`src/rtl/iter_div32_pkg.sv`:
```
// iter_div32_pkg: shared width, counter size, state encodings and a magnitude helper for the divider.
package iter_div32_pkg;
    localparam int WIDTH = 32;
    localparam int CW = $clog2(WIDTH) + 1;
    localparam logic [1:0] IDLE = 2'b00;
    localparam logic [1:0] CALC = 2'b01;
    localparam logic [1:0] DONE = 2'b10;
    function automatic logic [WIDTH-1:0] mag(input logic [WIDTH-1:0] v, input logic en);
        return (en && v[WIDTH-1]) ? -v : v;
    endfunction
endpackage

```
`src/rtl/iter_div32_if.sv`:
```
// iter_div32_if: execute-stage request/response bundle for the iterative divider.
interface iter_div32_if;
    import iter_div32_pkg::*;
    logic             div;
    logic             div_signed;
    logic [WIDTH-1:0] x;
    logic [WIDTH-1:0] y;
    logic [WIDTH-1:0] s;
    logic [WIDTH-1:0] r;
    logic             complete;
    logic             busy;
    modport master (output div, div_signed, x, y, input s, r, complete, busy);
    modport slave (input div, div_signed, x, y, output s, r, complete, busy);
endinterface

```
`src/rtl/iter_div32_step.sv`:
```
// iter_div32_step: one restoring-division step, shift {rem,quo} left and keep the trial subtract if it does not borrow.
module iter_div32_step
    import iter_div32_pkg::*;
(
    input  logic [WIDTH-1:0] rem_i,
    input  logic [WIDTH-1:0] quo_i,
    input  logic [WIDTH-1:0] dvs_i,
    output logic [WIDTH-1:0] rem_o,
    output logic [WIDTH-1:0] quo_o
);
    logic [WIDTH:0]   sh;
    logic [WIDTH+1:0] trial;
    assign sh    = {rem_i, quo_i[WIDTH-1]};
    assign trial = {1'b0, sh} - {2'b00, dvs_i};
    assign rem_o = trial[WIDTH+1] ? sh[WIDTH-1:0] : trial[WIDTH-1:0];
    assign quo_o = {quo_i[WIDTH-2:0], ~trial[WIDTH+1]};
endmodule

```
`src/rtl/iter_div32.sv`:
```
// iter_div32: fixed-latency radix-2 restoring divider, signed/unsigned, sticky result until the next start.
module iter_div32
    import iter_div32_pkg::*;
(
    input  logic clk,
    input  logic reset,
    iter_div32_if.slave bus
);
    logic [1:0]       state_q, state_d;
    logic [CW-1:0]    cnt_q, cnt_d;
    logic [WIDTH-1:0] rem_q, rem_d, quo_q, quo_d, dvs_q, dvs_d;
    logic [WIDTH-1:0] s_q, s_d, r_q, r_d;
    logic             qneg_q, qneg_d, rneg_q, rneg_d;
    logic [WIDTH-1:0] rem_nx, quo_nx;
    logic             yz;

    iter_div32_step u_step (
        .rem_i(rem_q),
        .quo_i(quo_q),
        .dvs_i(dvs_q),
        .rem_o(rem_nx),
        .quo_o(quo_nx)
    );

    // A zero divisor runs the raw dividend unsigned: the loop then yields all-ones and leaves x as remainder.
    assign yz = (bus.y == '0);

    always_comb begin
        state_d = state_q;
        cnt_d   = cnt_q;
        rem_d   = rem_q;
        quo_d   = quo_q;
        dvs_d   = dvs_q;
        qneg_d  = qneg_q;
        rneg_d  = rneg_q;
        s_d     = s_q;
        r_d     = r_q;
        if (bus.div) begin
            state_d = CALC;
            cnt_d   = '0;
            rem_d   = '0;
            quo_d   = mag(bus.x, bus.div_signed & ~yz);
            dvs_d   = mag(bus.y, bus.div_signed);
            qneg_d  = bus.div_signed & ~yz & (bus.x[WIDTH-1] ^ bus.y[WIDTH-1]);
            rneg_d  = bus.div_signed & ~yz & bus.x[WIDTH-1];
        end else if (state_q == CALC) begin
            if (cnt_q == CW'(WIDTH)) begin
                state_d = DONE;
                s_d     = qneg_q ? -quo_q : quo_q;
                r_d     = rneg_q ? -rem_q : rem_q;
            end else begin
                cnt_d = cnt_q + 1'b1;
                rem_d = rem_nx;
                quo_d = quo_nx;
            end
        end
    end

    always_ff @(posedge clk) begin
        if (reset) begin
            state_q <= IDLE;
            cnt_q   <= '0;
            rem_q   <= '0;
            quo_q   <= '0;
            dvs_q   <= '0;
            qneg_q  <= 1'b0;
            rneg_q  <= 1'b0;
            s_q     <= '0;
            r_q     <= '0;
        end else begin
            state_q <= state_d;
            cnt_q   <= cnt_d;
            rem_q   <= rem_d;
            quo_q   <= quo_d;
            dvs_q   <= dvs_d;
            qneg_q  <= qneg_d;
            rneg_q  <= rneg_d;
            s_q     <= s_d;
            r_q     <= r_d;
        end
    end

    assign bus.s        = s_q;
    assign bus.r        = r_q;
    assign bus.complete = (state_q == DONE);
    assign bus.busy     = (state_q == CALC);
endmodule
```
`src/flat_wrapper.sv`:
```
// flat-port wrapper written by rule: the top's interface ports become plain ports
module iter_div32_flat import iter_div32_pkg::*;
  (clk, reset, bus_div, bus_div_signed, bus_x, bus_y, bus_s, bus_r, bus_complete, bus_busy);
  iter_div32_if bus_i ();
  input  logic clk;
  input  logic reset;
  input wire logic [$bits(bus_i.div)-1:0] bus_div;
  input wire logic [$bits(bus_i.div_signed)-1:0] bus_div_signed;
  input wire logic [$bits(bus_i.x)-1:0] bus_x;
  input wire logic [$bits(bus_i.y)-1:0] bus_y;
  output wire logic [$bits(bus_i.s)-1:0] bus_s;
  output wire logic [$bits(bus_i.r)-1:0] bus_r;
  output wire logic [$bits(bus_i.complete)-1:0] bus_complete;
  output wire logic [$bits(bus_i.busy)-1:0] bus_busy;
  assign bus_i.div = bus_div;
  assign bus_i.div_signed = bus_div_signed;
  assign bus_i.x = bus_x;
  assign bus_i.y = bus_y;
  assign bus_s = bus_i.s;
  assign bus_r = bus_i.r;
  assign bus_complete = bus_i.complete;
  assign bus_busy = bus_i.busy;
  iter_div32 u_core (.clk(clk), .reset(reset), .bus(bus_i));
endmodule
```
`config.mk`:
```
export PLATFORM = sky130hd
export DESIGN_NAME = iter_div32_flat
export DESIGN_NICKNAME = d
export VERILOG_FILES = /design/src/rtl/iter_div32_pkg.sv /design/src/rtl/iter_div32_if.sv /design/src/rtl/iter_div32_step.sv /design/src/rtl/iter_div32.sv /design/src/flat_wrapper.sv
export SDC_FILE = /design/constraint.sdc
export NUM_CORES = 1
export LEC_CHECK = 0
export BUFFER_PORTS_ARGS = -buffer_cell sky130_fd_sc_hd__buf_2
export CAP_MARGIN = 0
export CORE_MARGIN = 2
export CORE_UTILIZATION = 46
export DETAILED_ROUTE_END_ITERATION = 8
export GPL_ROUTABILITY_DRIVEN = 0
export GPL_TIMING_DRIVEN = 0
export PLACE_DENSITY = 0.68
export SETUP_SLACK_MARGIN = 0.15
export SLEW_MARGIN = 10
export SYNTH_ARGS = -nofsm -noshare
export SYNTH_HDL_FRONTEND = slang
export SYNTH_SLANG_ARGS = --single-unit
```
`constraint.sdc`:
```
create_clock -name clk -period 3 [get_ports clk]
set_input_delay 0.15 -clock clk [delete_from_list [all_inputs] [get_ports clk]]
set_output_delay 0.15 -clock clk [all_outputs]
set_load 0.05 [all_outputs]
```
==> out/metrics.cfg, run 1 <==
[critical_path]
cp.arrival_ns=3.33
crit_required_ns=3.30
cp_max_fo=6
crit_type=reg2reg
worstSetupEndpointType=register
cp-start-kind=register

[clock_tree]
h-tree-depth=4
clkSinkCount=170
clk_pin_slew_worst_paths_ns=0.07
cts.hold.buffers_added=0
clockBufferDepth=2
root_buffer=clkbuf_16
tritoncts=yes
worstSkewPairLatency_ns=0.44
cts_inserted_buffers=17

[synth]
synthCells=1397
yosysWarnings=0
synth_ff_type=dfxtp_1
ys_top_cells_by_area=dfxtp_1 (31%), a211oi_1 (9.0%), xor2_1 (6.1%)
syn_area_sq_um=11140
synthDistinctLibCells=78
yosys.area.top_type=dfxtp_1
synth_edf_count=0
syn_avg_cell_area_sq_um=7.974
async_flop_share=0
yosysTopAreaCellShare=0.3055
ys_seq_area_frac=0.3055
synth.net_count=1504
ys_seq_elements=170

[place]
dp_hpwl_um=26870
io_buffers=132

[sta]
fmax_mhz=330.1
rsz0062_at_grt=yes
setup_viol=4
maxSlewViolCount=0
fin_crit_sh=1.010
layout_min_cycle_time_ns=3.030
fin_ws_ns=-0.02977
finalHoldViolations=0
slew_headroom=0.4405
fin_skew_ns=0.009260
finalSetupTns_ns=-0.07102
tightest_slew_ns=0.8393

[pwr]
ir_worst_vdd_mv=0.3846
power.total_mw=6.489
leakage_nw=5.177
power_density_nw_per_um2=481.1

[route]
wl_um=36160
wl_per_cell_um=18.93
drc=0
vias=11160
firstDrtPassIters=5
drtAntennaViolNets=0
initialDrtViolationCount=769
vias_per_cell=5.843

[cells_and_area]
multi_input_area_sq_um=7456
n_fill_cell=2211
syn2layout_area_growth_pct=21.07
drive_gt1_frac=0.1904
layout.area.seq_sq_um=3425
n_antenna_cell=0
final_util=0.5712
nNetsFinal=1685

[global_routing]
grt_max_degree=18
grt_first_pass_wirelength_um=56000
grt_pass1_vias=10270
gr-usage-all-layers=0.2727
antenna_found_initial=0
grt_remaining_overflow=0

[floorplan]
dieArea_sq_um=25480
io_pins=134
die_x_um=159.6
rows=56
initial_core_util=0.4718
core_sq_um=23610
die_height_um=159.6

[worst_hold_path]
min_path_type=in2reg

[run_status]
status=finished with violations
violations=setup timing

[job]
cap_viol_max_count=0

-- critical path: stages (launching register included) --
cell and delay (ns):
dfxtp_1 0.43, ha_1 0.40, nand2_1 0.14, or3_4 0.35
a31o_4 0.23, a311oi_4 0.38, o2111ai_4 0.22, nand2_4 0.21
buf_6 0.17, mux2i_2 0.25, a211oi_2 0.10
-- sequential cells by signal, indices dropped and copies added, names as in the netlist --
signal	cells
u_core.bus.s	32
u_core.bus.r	32
u_core.rneg_q	1
u_core.quo_q	32
u_core.rem_q	32
u_core.state_q	2
u_core.cnt_q	6
u_core.dvs_q	32
u_core.qneg_q	1
-- path summary, 6_finish.rpt --
path / startpoint / endpoint / slack (ns) / cells after the start
worst max-delay path: u_core.rem_q[5] / u_core.rem_q[4] / -0.03 / 10
worst min-delay path: bus_y[1] / u_core.dvs_q[1] / 0.01 / 3
worst max register to register: u_core.rem_q[5] / u_core.rem_q[4] / -0.03 / 10
worst min register to register: u_core.bus.r[12] / u_core.bus.r[12] / 0.45 / 2
-- cells in the mapped netlist, types with 7 or more instances --
cell type    n
and3_1      10
a311oi_1    13
and2_1      33
nor2_1     147
or3_1       21
a211oi_1   134
mux2i_1     27
clkbuf_1    70
o41ai_1     12
dfxtp_1    170
nand3_1     30
ha_1        38
o31ai_1     26
a31oi_1     10
o22ai_1      9
nand2_1     98
o21ai_0     65
nor2b_1      7
nor4_1      10
or4_1       13
xor2_1      78
nand4_1     15
a21oi_1     95
nand2b_1    12
xnor2_1     55
inv_1       64
or2_2        8
nor3_1      27
-- cells by family after synthesis --
group           synth area share
mux                      0.02628
buf+inv                  0.05605
simple gates              0.2051
flops                     0.3055
compound gates            0.2580
xor+xnor                  0.1046
fa+ha+maj                0.04448
-- layout make-up --
class / instances / area share
multi-input cells: 1075 / 0.5528
flip-flops and latches: 170 / 0.2539
repair buffers: 162 / 0.07041
plain buffers: 88 / 0.03228
clock buffers: 18 / 0.03182
well taps: 319 / 0.02959
inverters: 64 / 0.01781
clock inverters: 14 / 0.01132
-- stage by stage --
| step | setup slack (ns) | cell area [sq um] | std cells | hold slack (ns) |
|---|---|---|---|---|
| 2_1_floorplan | 0.1788 | 11140 | 1397 | 0.2974 |
| 3_3_place_gp | -0.3055 | 12200 | 1848 | 0.4375 |
| 3_5_place_dp | -0.3132 | 12200 | 1848 | 0.4409 |
| 4_1_cts | 0.05982 | 13080 | 1896 | 0.008761 |
| 5_1_grt | -0.1372 | 13490 | 1910 | 0.04531 |
| 6_report | -0.02977 | 13490 | 1910 | 0.01237 |
-- cells in the final DEF, fill, tap and decap left out, types with 7 or more instances in the layout --
master     instances
a21oi_1           93
o21ai_0           61
or4_1             12
nor2_1           145
nor4_1             9
a211oi_1         131
buf_6              7
dfxtp_2           11
and3_1            10
nand2_1           95
nor3_1            26
and2_1            33
clkbuf_1          66
nor2b_1            7
nand3_1           28
ha_1              30
xor2_1            78
buf_2            136
mux2i_1           22
buf_4             24
o31ai_1           23
clkbuf_16         20
xnor2_1           53
nand4_1           15
nand2b_1          12
or3_1             19
dfxtp_1          157
o41ai_1           12
a311oi_1          13
inv_1             62
a31oi_1            9
or2_2              7
-- power by group --
group	total (mW)	internal, mW	switching [mW]
clock network	2.23	1.18	1.05
registers	2.47	2.35	0.125
logic	1.79	0.761	1.02
total	6.49	4.29	2.20
-- metal layers --
metal / global-route usage / share of wire
met1: 0.3882 / 0.46
met2: 0.4258 / 0.44
met3: 0.04130 / 0.068
met4: 0.08182 / 0.025
met5: 0 / 0
-- timing repair --
item / 4_1_cts / 5_1_grt
setup buffers: 16 / 11
gates resized for setup: 47 / 58
pin swaps: 19 / 33
setup endpoints to repair: 32 / 44
cloned: 0 / 3
Power figures use the tool's default switching activity.
==> inputs of run 2 (changes only) <==
==> constraint.sdc (replaced) <==
create_clock -name clk -period 3 [get_ports clk]
set_input_delay 0 -clock clk [delete_from_list [all_inputs] [get_ports clk]]
set_output_delay 0 -clock clk [all_outputs]
set_load 0.05 [all_outputs]
==> run 2 against run 1 <==
The run still ends with setup timing left. Via count up 3.7%. Setup slack better by 0.0090 ns. Utilization grew 2.6 points. Critical endpoint is now u_core.rem_q[26].
==> out/metrics.cfg, run 2 (synthesis results as in run 1) <==
[floorplan]
initial_core_util=0.4718  ; unchanged
die_x_um=159.6  ; unchanged
rows=56  ; unchanged
core_sq_um=23610  ; unchanged
die_height_um=159.6  ; unchanged
io_pins=134  ; unchanged
dieArea_sq_um=25480  ; unchanged

[sta]
rsz0062_at_grt=yes
layout_min_cycle_time_ns=3.021  ; -0.009039 ns
setup_viol=4  ; unchanged
whs_ns=0.007641  ; -0.004732 ns
slew_headroom=0.4375  ; -0.002928
fin_skew_ns=0.009170  ; -0.00009043 ns
finalHoldViolations=0  ; unchanged
fin_ws_ns=-0.02073  ; +0.009039 ns
fmax_mhz=331.0  ; +0.30%
fin_crit_sh=1.007  ; -0.003013
maxSlewViolCount=0  ; unchanged
tightest_slew_ns=0.8437  ; +0.004392 ns

[global_routing]
antenna_found_initial=0  ; unchanged
grt_pass1_vias=10690  ; +4.1%
grt_remaining_overflow=0  ; unchanged
gr-usage-all-layers=0.2813  ; +0.008621
grt_max_degree=18  ; unchanged
grt_first_pass_wirelength_um=57900  ; +3.4%

[route]
vias_per_cell=5.860  ; +0.30%
initialDrtViolationCount=855  ; +11%
drtAntennaViolNets=0  ; unchanged
wl_um=37280  ; +3.1%
drc=0  ; unchanged
wl_per_cell_um=18.89  ; -0.23%
firstDrtPassIters=6  ; +1
vias=11570  ; +3.7%

[place]
io_buffers=132  ; unchanged
pre_cts_ws_ns=-0.3132  ; unchanged
dp_hpwl_um=26870  ; unchanged
placed_cells_incl_taps=1848  ; unchanged

[cells_and_area]
drive_gt1_frac=0.1837  ; -0.006760
nNetsFinal=1749  ; +3.8%
n_fill_cell=2138  ; -3.3%
n_antenna_cell=0  ; unchanged
final_util=0.5973  ; +0.02612
final_common_cell=dfxtp_1
final_cell_count_no_fill=1974  ; +3.4%
final_cell_mix=dfxtp_1 (157), nor2_1 (145), buf_2 (135)
syn2layout_area_growth_pct=26.61

[critical_path]
crit_type=reg2reg
timing.rr.start=u_core.dvs_q[9]
cp.arrival_ns=3.34  ; about the same
critPathLaunch=u_core.dvs_q[9]
cp_max_fo=6  ; unchanged
worstSetupEndpointType=register
cp-start-kind=register
crit_required_ns=3.32  ; +0.02 ns

[clock_tree]
root_buffer=clkbuf_16
clk_pin_slew_worst_paths_ns=0.08  ; about the same
clockBufferDepth=2  ; unchanged
clkSinkCount=170  ; unchanged
tritoncts=yes
h-tree-depth=4  ; unchanged
cts_inserted_buffers=17  ; unchanged
worstSkewPairLatency_ns=0.44  ; about the same

[run_status]
violations=setup timing
status=finished with violations

[worst_hold_path]
min_path_type=in2reg
worstHoldStart=bus_x[26]

[job]
cap_viol_max_count=0  ; unchanged

[pwr]
power_density_nw_per_um2=464.3  ; -3.5%
leakage_nw=5.462  ; +5.5%
ir_worst_vdd_mv=0.3815  ; -0.81%

[run 2: worst paths after layout]
kind                      end  slack [ns]  cells after the start
max reg2reg  u_core.rem_q[26]       -0.02                     13
min reg2reg  u_core.bus.r[12]        0.45                      2
max          u_core.rem_q[26]       -0.02                     13
min          u_core.quo_q[26]       0.008                      3
[run 2: routing by layer]
| metal | vias to the layer above | wire [um] | global-route usage |
|---|---|---|---|
| met1 | 5459 | 16760 | 0.3932 |
| met5 | - | 0 | 0 |
| li1 | 5559 | - | - |
| met4 | 0 | 1228 | 0.1021 |
| met2 | 467 | 16620 | 0.4425 |
| met3 | 83 | 2676 | 0.03896 |
[run 2: worst max-delay path, stage by stage, from the launching register on]
cell and delay, ns:
dfxtp_2 0.36, inv_2 0.05, ha_4 0.25, buf_6 0.08, nand4_1 0.12, or2_4 0.27, or4_4 0.52, and4_1 0.18
clkbuf_8 0.15, o32ai_4 0.30, buf_4 0.17, o22ai_2 0.05, xor2_1 0.28, o21ai_1 0.10
[run 2: power breakdown]
part / total, mW / switching (mW) / internal [mW]
Clock: 2.23 / 1.05 / 1.18
Combinational: 1.85 / 1.03 / 0.811
Sequential: 2.47 / 0.124 / 2.35
Total: 6.55 / 2.21 / 4.34
[run 2: layout make-up]
class	instances	area [sq um]	area share
timing repair buffer	226	1584	0.1123
clock inverter	14	152.6	0.01082
tap	319	399.1	0.02830
multi-input combinational	1075	7436	0.5272
clock buffer	18	429.2	0.03043
inverter	64	240.2	0.01703
buffer	88	437.9	0.03105
sequential	170	3425	0.2428
[run 2: what timing repair did]
item,in CTS,in global routing
endpoints found under the setup margin,32,48
resized for setup,47,57
endpoints found under the hold margin,59,0
buffers inserted,16,15
gates cloned,0,3
hold buffers,60,0
pin swaps,19,34
[run 2: stage by stage]
| step | setup TNS (ns) | power (mW) | cell area (sq um) |
|---|---|---|---|
| after floorplan | 0 | 3.536 | 11140 |
| after detailed placement | -3.540 | 3.958 | 12200 |
| final | -0.05577 | 6.548 | 14100 |
| after CTS | 0 | 6.312 | 13680 |
| after global placement | -3.259 | 3.936 | 12200 |
| after global routing | -0.7715 | 6.811 | 14100 |
==> inputs of run 3 (changes only) <==
Settings changed: ABC_AREA from default to 1, PLACE_DENSITY 0.68 to 0.67, SKIP_CTS_REPAIR_TIMING from default to 1.
==> run 3 against run 2 <==
The flow finishes with violations (hold timing). Sequential cell count is the same. Non-clock buffer count shrank 76. Utilization shrank 5.4 points. Final cell count grew 39%. Via count grew 26%. Combinational power shrank 33%. Worst hold slack lost 0.066 ns. Fmax grew 18%. Sequential power shrank 4%. Clock power grew 8%. Die area grew 17%. Final area grew 7.3%. Critical endpoint is now u_core.rem_q[28].
==> out/metrics.cfg, run 3 <==
[run_status]
status=finished with violations
violations=hold timing

[global_routing]
met1_usage=0.4388  ; +0.04564
top_usage_layer=met1
gr-usage-met3=0.03694  ; -0.002022
gr-usage-met2=0.4341  ; -0.008473
grt_remaining_overflow=0  ; unchanged
grt_first_pass_wirelength_um=70070  ; +21%
grt_pass1_vias=13020  ; +22%
antenna_found_initial=0  ; unchanged
grt_max_degree=22  ; +4
gr-usage-all-layers=0.2931  ; +0.01186

[clock_tree]
h-tree-depth=4  ; unchanged
worstSkewPairLatency_ns=0.45  ; about the same
clk_pin_slew_worst_paths_ns=0.08  ; about the same
clockBufferDepth=2  ; unchanged
root_buffer=clkbuf_16
cts_inserted_buffers=17  ; unchanged
clkSinkCount=170  ; unchanged
tritoncts=yes

[floorplan]
die_x_um=172.5  ; +8.1%
die_height_um=172.5  ; +8.1%
core_sq_um=27860  ; +18%
initial_core_util=0.4690  ; -0.002725
dieArea_sq_um=29770  ; +17%
io_pins=134  ; unchanged
rows=61  ; +8.9%

[synth]
syn_area_sq_um=13070  ; +17%
synth_commonest_cells=nand2_1 (568), inv_1 (309), nor2_1 (249), nand3_1 (172), dfxtp_1 (170)
synth_ff_type=dfxtp_1
synth.most_common_cell=nand2_1
syn_avg_cell_area_sq_um=6.019  ; -25%
ys_top_cells_by_area=dfxtp_1 (26%), nand2_1 (16%), inv_1 (8.9%)
synthDistinctLibCells=52  ; -33%
ys_seq_area_frac=0.2605  ; -0.04505
synthCells=2171  ; +55%
yosysTopAreaCellShare=0.2605  ; -0.04505
yosysWarnings=0  ; unchanged
synth.net_count=2278  ; +51%
synth_edf_count=0  ; unchanged
async_flop_share=0  ; unchanged
yosys.area.top_type=dfxtp_1
ys_seq_elements=170  ; unchanged

[cells_and_area]
n_antenna_cell=0  ; unchanged
n_fill_cell=2912  ; +36%
final_util=0.5433  ; -0.05401
final_common_cell=nand2_1
drive_gt1_frac=0.1286  ; -0.05509
final_cell_mix=nand2_1 (568), inv_1 (308), nor2_1 (249)
nNetsFinal=2458  ; +41%
syn2layout_area_growth_pct=15.83

[place]
io_buffers=131  ; -0.76%
pre_cts_ws_ns=0.3577  ; +0.6708 ns
dp_hpwl_um=35360  ; +32%

[sta]
fin_ws_ns=0.4351  ; +0.4558 ns
slew_headroom=0.3521  ; -0.08548
fmax_mhz=389.9  ; +18%
layout_min_cycle_time_ns=2.565  ; -0.4558 ns
rsz0062_at_grt=no
maxSlewViolCount=0  ; unchanged
tightest_slew_ns=0.9719  ; +0.1282 ns
fin_crit_sh=0.8550  ; -0.1519
setup_viol=0  ; -4
fin_skew_ns=0.01618  ; +0.007014 ns
finalHoldViolations=14  ; +14
finalSetupTns_ns=0  ; +0.05577 ns
whs_ns=-0.05833  ; -0.06597 ns

[route]
firstDrtPassIters=7  ; +1
wl_um=44300  ; +19%
vias_per_cell=5.336  ; -8.9%
vias=14630  ; +26%
wl_per_cell_um=16.16  ; -14%
drtAntennaViolNets=0  ; unchanged
initialDrtViolationCount=1217  ; +42%
drc=0  ; unchanged

[worst_hold_path]
worstHoldStart=bus_y[28]
holdPathStages=4  ; +1
min_path_type=in2reg
min_to=u_core.dvs_q[28]

[critical_path]
r2r_end=u_core.rem_q[28]
r2r_slack_ns=0.44  ; +0.46 ns
timing.rr.start=u_core.quo_q[31]
cp.arrival_ns=2.87  ; -0.47 ns
crit_chain=inv_2, ha_1, inv_1, fa_1, nand3_1, nand3_1, nand2_1, nand2_1, nand2_1, nand2_1, nand2_1, nand2_1, nand2_1, nand3_1, nand2_1, a21oi_1
cp_common_cell=nand2_1
worstSetupEndpointType=register
max_stage_delay_ns=0.45  ; -0.07 ns
cp_slowest_cell=fa_1
rr_worst_depth=16  ; +3
cp_max_fo=5  ; -1
cp-start-kind=register
crit_type=reg2reg
crit_required_ns=3.31  ; about the same

[job]
cap_viol_max_count=0  ; unchanged

[pwr]
ir_worst_vdd_mv=0.3831  ; +0.40%
power_density_nw_per_um2=398.3  ; -14%
leakage_nw=7.520  ; +38%

==> run 3: changes by cell type after synthesis, moves of 27 or more <==
cell      delta
o21ai_0     +88
and2_1      -31
nand2_1    +470
mux2i_1     -27
nand2_2     +30
a211oi_1   -131
xnor2_1     -52
inv_1      +245
clkbuf_1    -29
nor2_1     +102
a21oi_1     +29
nand3_1    +142
==> run 3: final cells by class <==
class / instances / area [sq um] / area share
clock buffer: 17 / 425.4 / 0.02811
tap: 378 / 473.0 / 0.03125
multi-input combinational: 1598 / 8028 / 0.5304
inverter: 326 / 1224 / 0.08085
sequential: 170 / 3403 / 0.2249
buffer: 77 / 411.6 / 0.02720
timing repair buffer: 161 / 955.9 / 0.06316
clock inverter: 15 / 214.0 / 0.01414
==> run 3: power by group <==
part | internal (mW) | total, mW | switching [mW] | leakage (nW)
Sequential | 2.32 | 2.38 | 0.0610 | 1.38
Clock | 1.16 | 2.40 | 1.24 | 0.304
Combinational | 0.393 | 1.24 | 0.846 | 5.83
Total | 3.88 | 6.03 | 2.15 | 7.52
==> run 3: stage by stage <==
stage                     instance area (sq um)  instances  power [mW]
final                                     15130       2742       6.028
after global routing                      15130       2742       6.275
after CTS                                 14830       2712       5.959
after detailed placement                  14190       2680       3.609
after global placement                    14190       2680       3.594
after floorplan                           13070       2171       3.244
==> run 3: logic make-up (layout without fill, tap and decap cells) <==
family	after synthesis	in the layout	share of synthesized area
compound gates	366	366	0.1585
xor+xnor	60	60	0.04022
fa+ha+maj	39	39	0.03792
buf+inv	403	596	0.1252
flops	170	170	0.2605
simple gates	1133	1133	0.3778
==> run 3: critical path: cells and delay by family (launching register included) <==
| family | cells | cell delay, ns |
|---|---|---|
| AND/OR/NAND/NOR | 11 | 1.21 |
| buffers and inverters | 2 | 0.22 |
| adder cells (fa/ha/maj) | 2 | 0.62 |
| flip-flops | 1 | 0.32 |
| AO/OA/AOI/OAI | 1 | 0.06 |
==> run 3: per-layer routing <==
layer	up-vias	wire length, um	part of all wire
met3	70	3983	0.090
met4	0	1061	0.024
met1	6576	21050	0.48
li1	7337	-	-
met2	649	18200	0.41
met5	-	0	0
==> run 3: worst max-delay path by stage <==
stage                            from               end  slack (ns)  cells past startpoint
finish               u_core.quo_q[31]  u_core.rem_q[28]        0.44                     16
global route         u_core.quo_q[31]  u_core.rem_q[14]        0.20                     15
CTS                  u_core.quo_q[31]  u_core.rem_q[28]        0.36                     16
detailed placement   u_core.quo_q[31]  u_core.rem_q[16]        0.36                     13
global placement     u_core.quo_q[31]  u_core.rem_q[16]        0.39                     13
floorplan           u_core.state_q[0]   u_core.bus.s[5]        0.84                      9
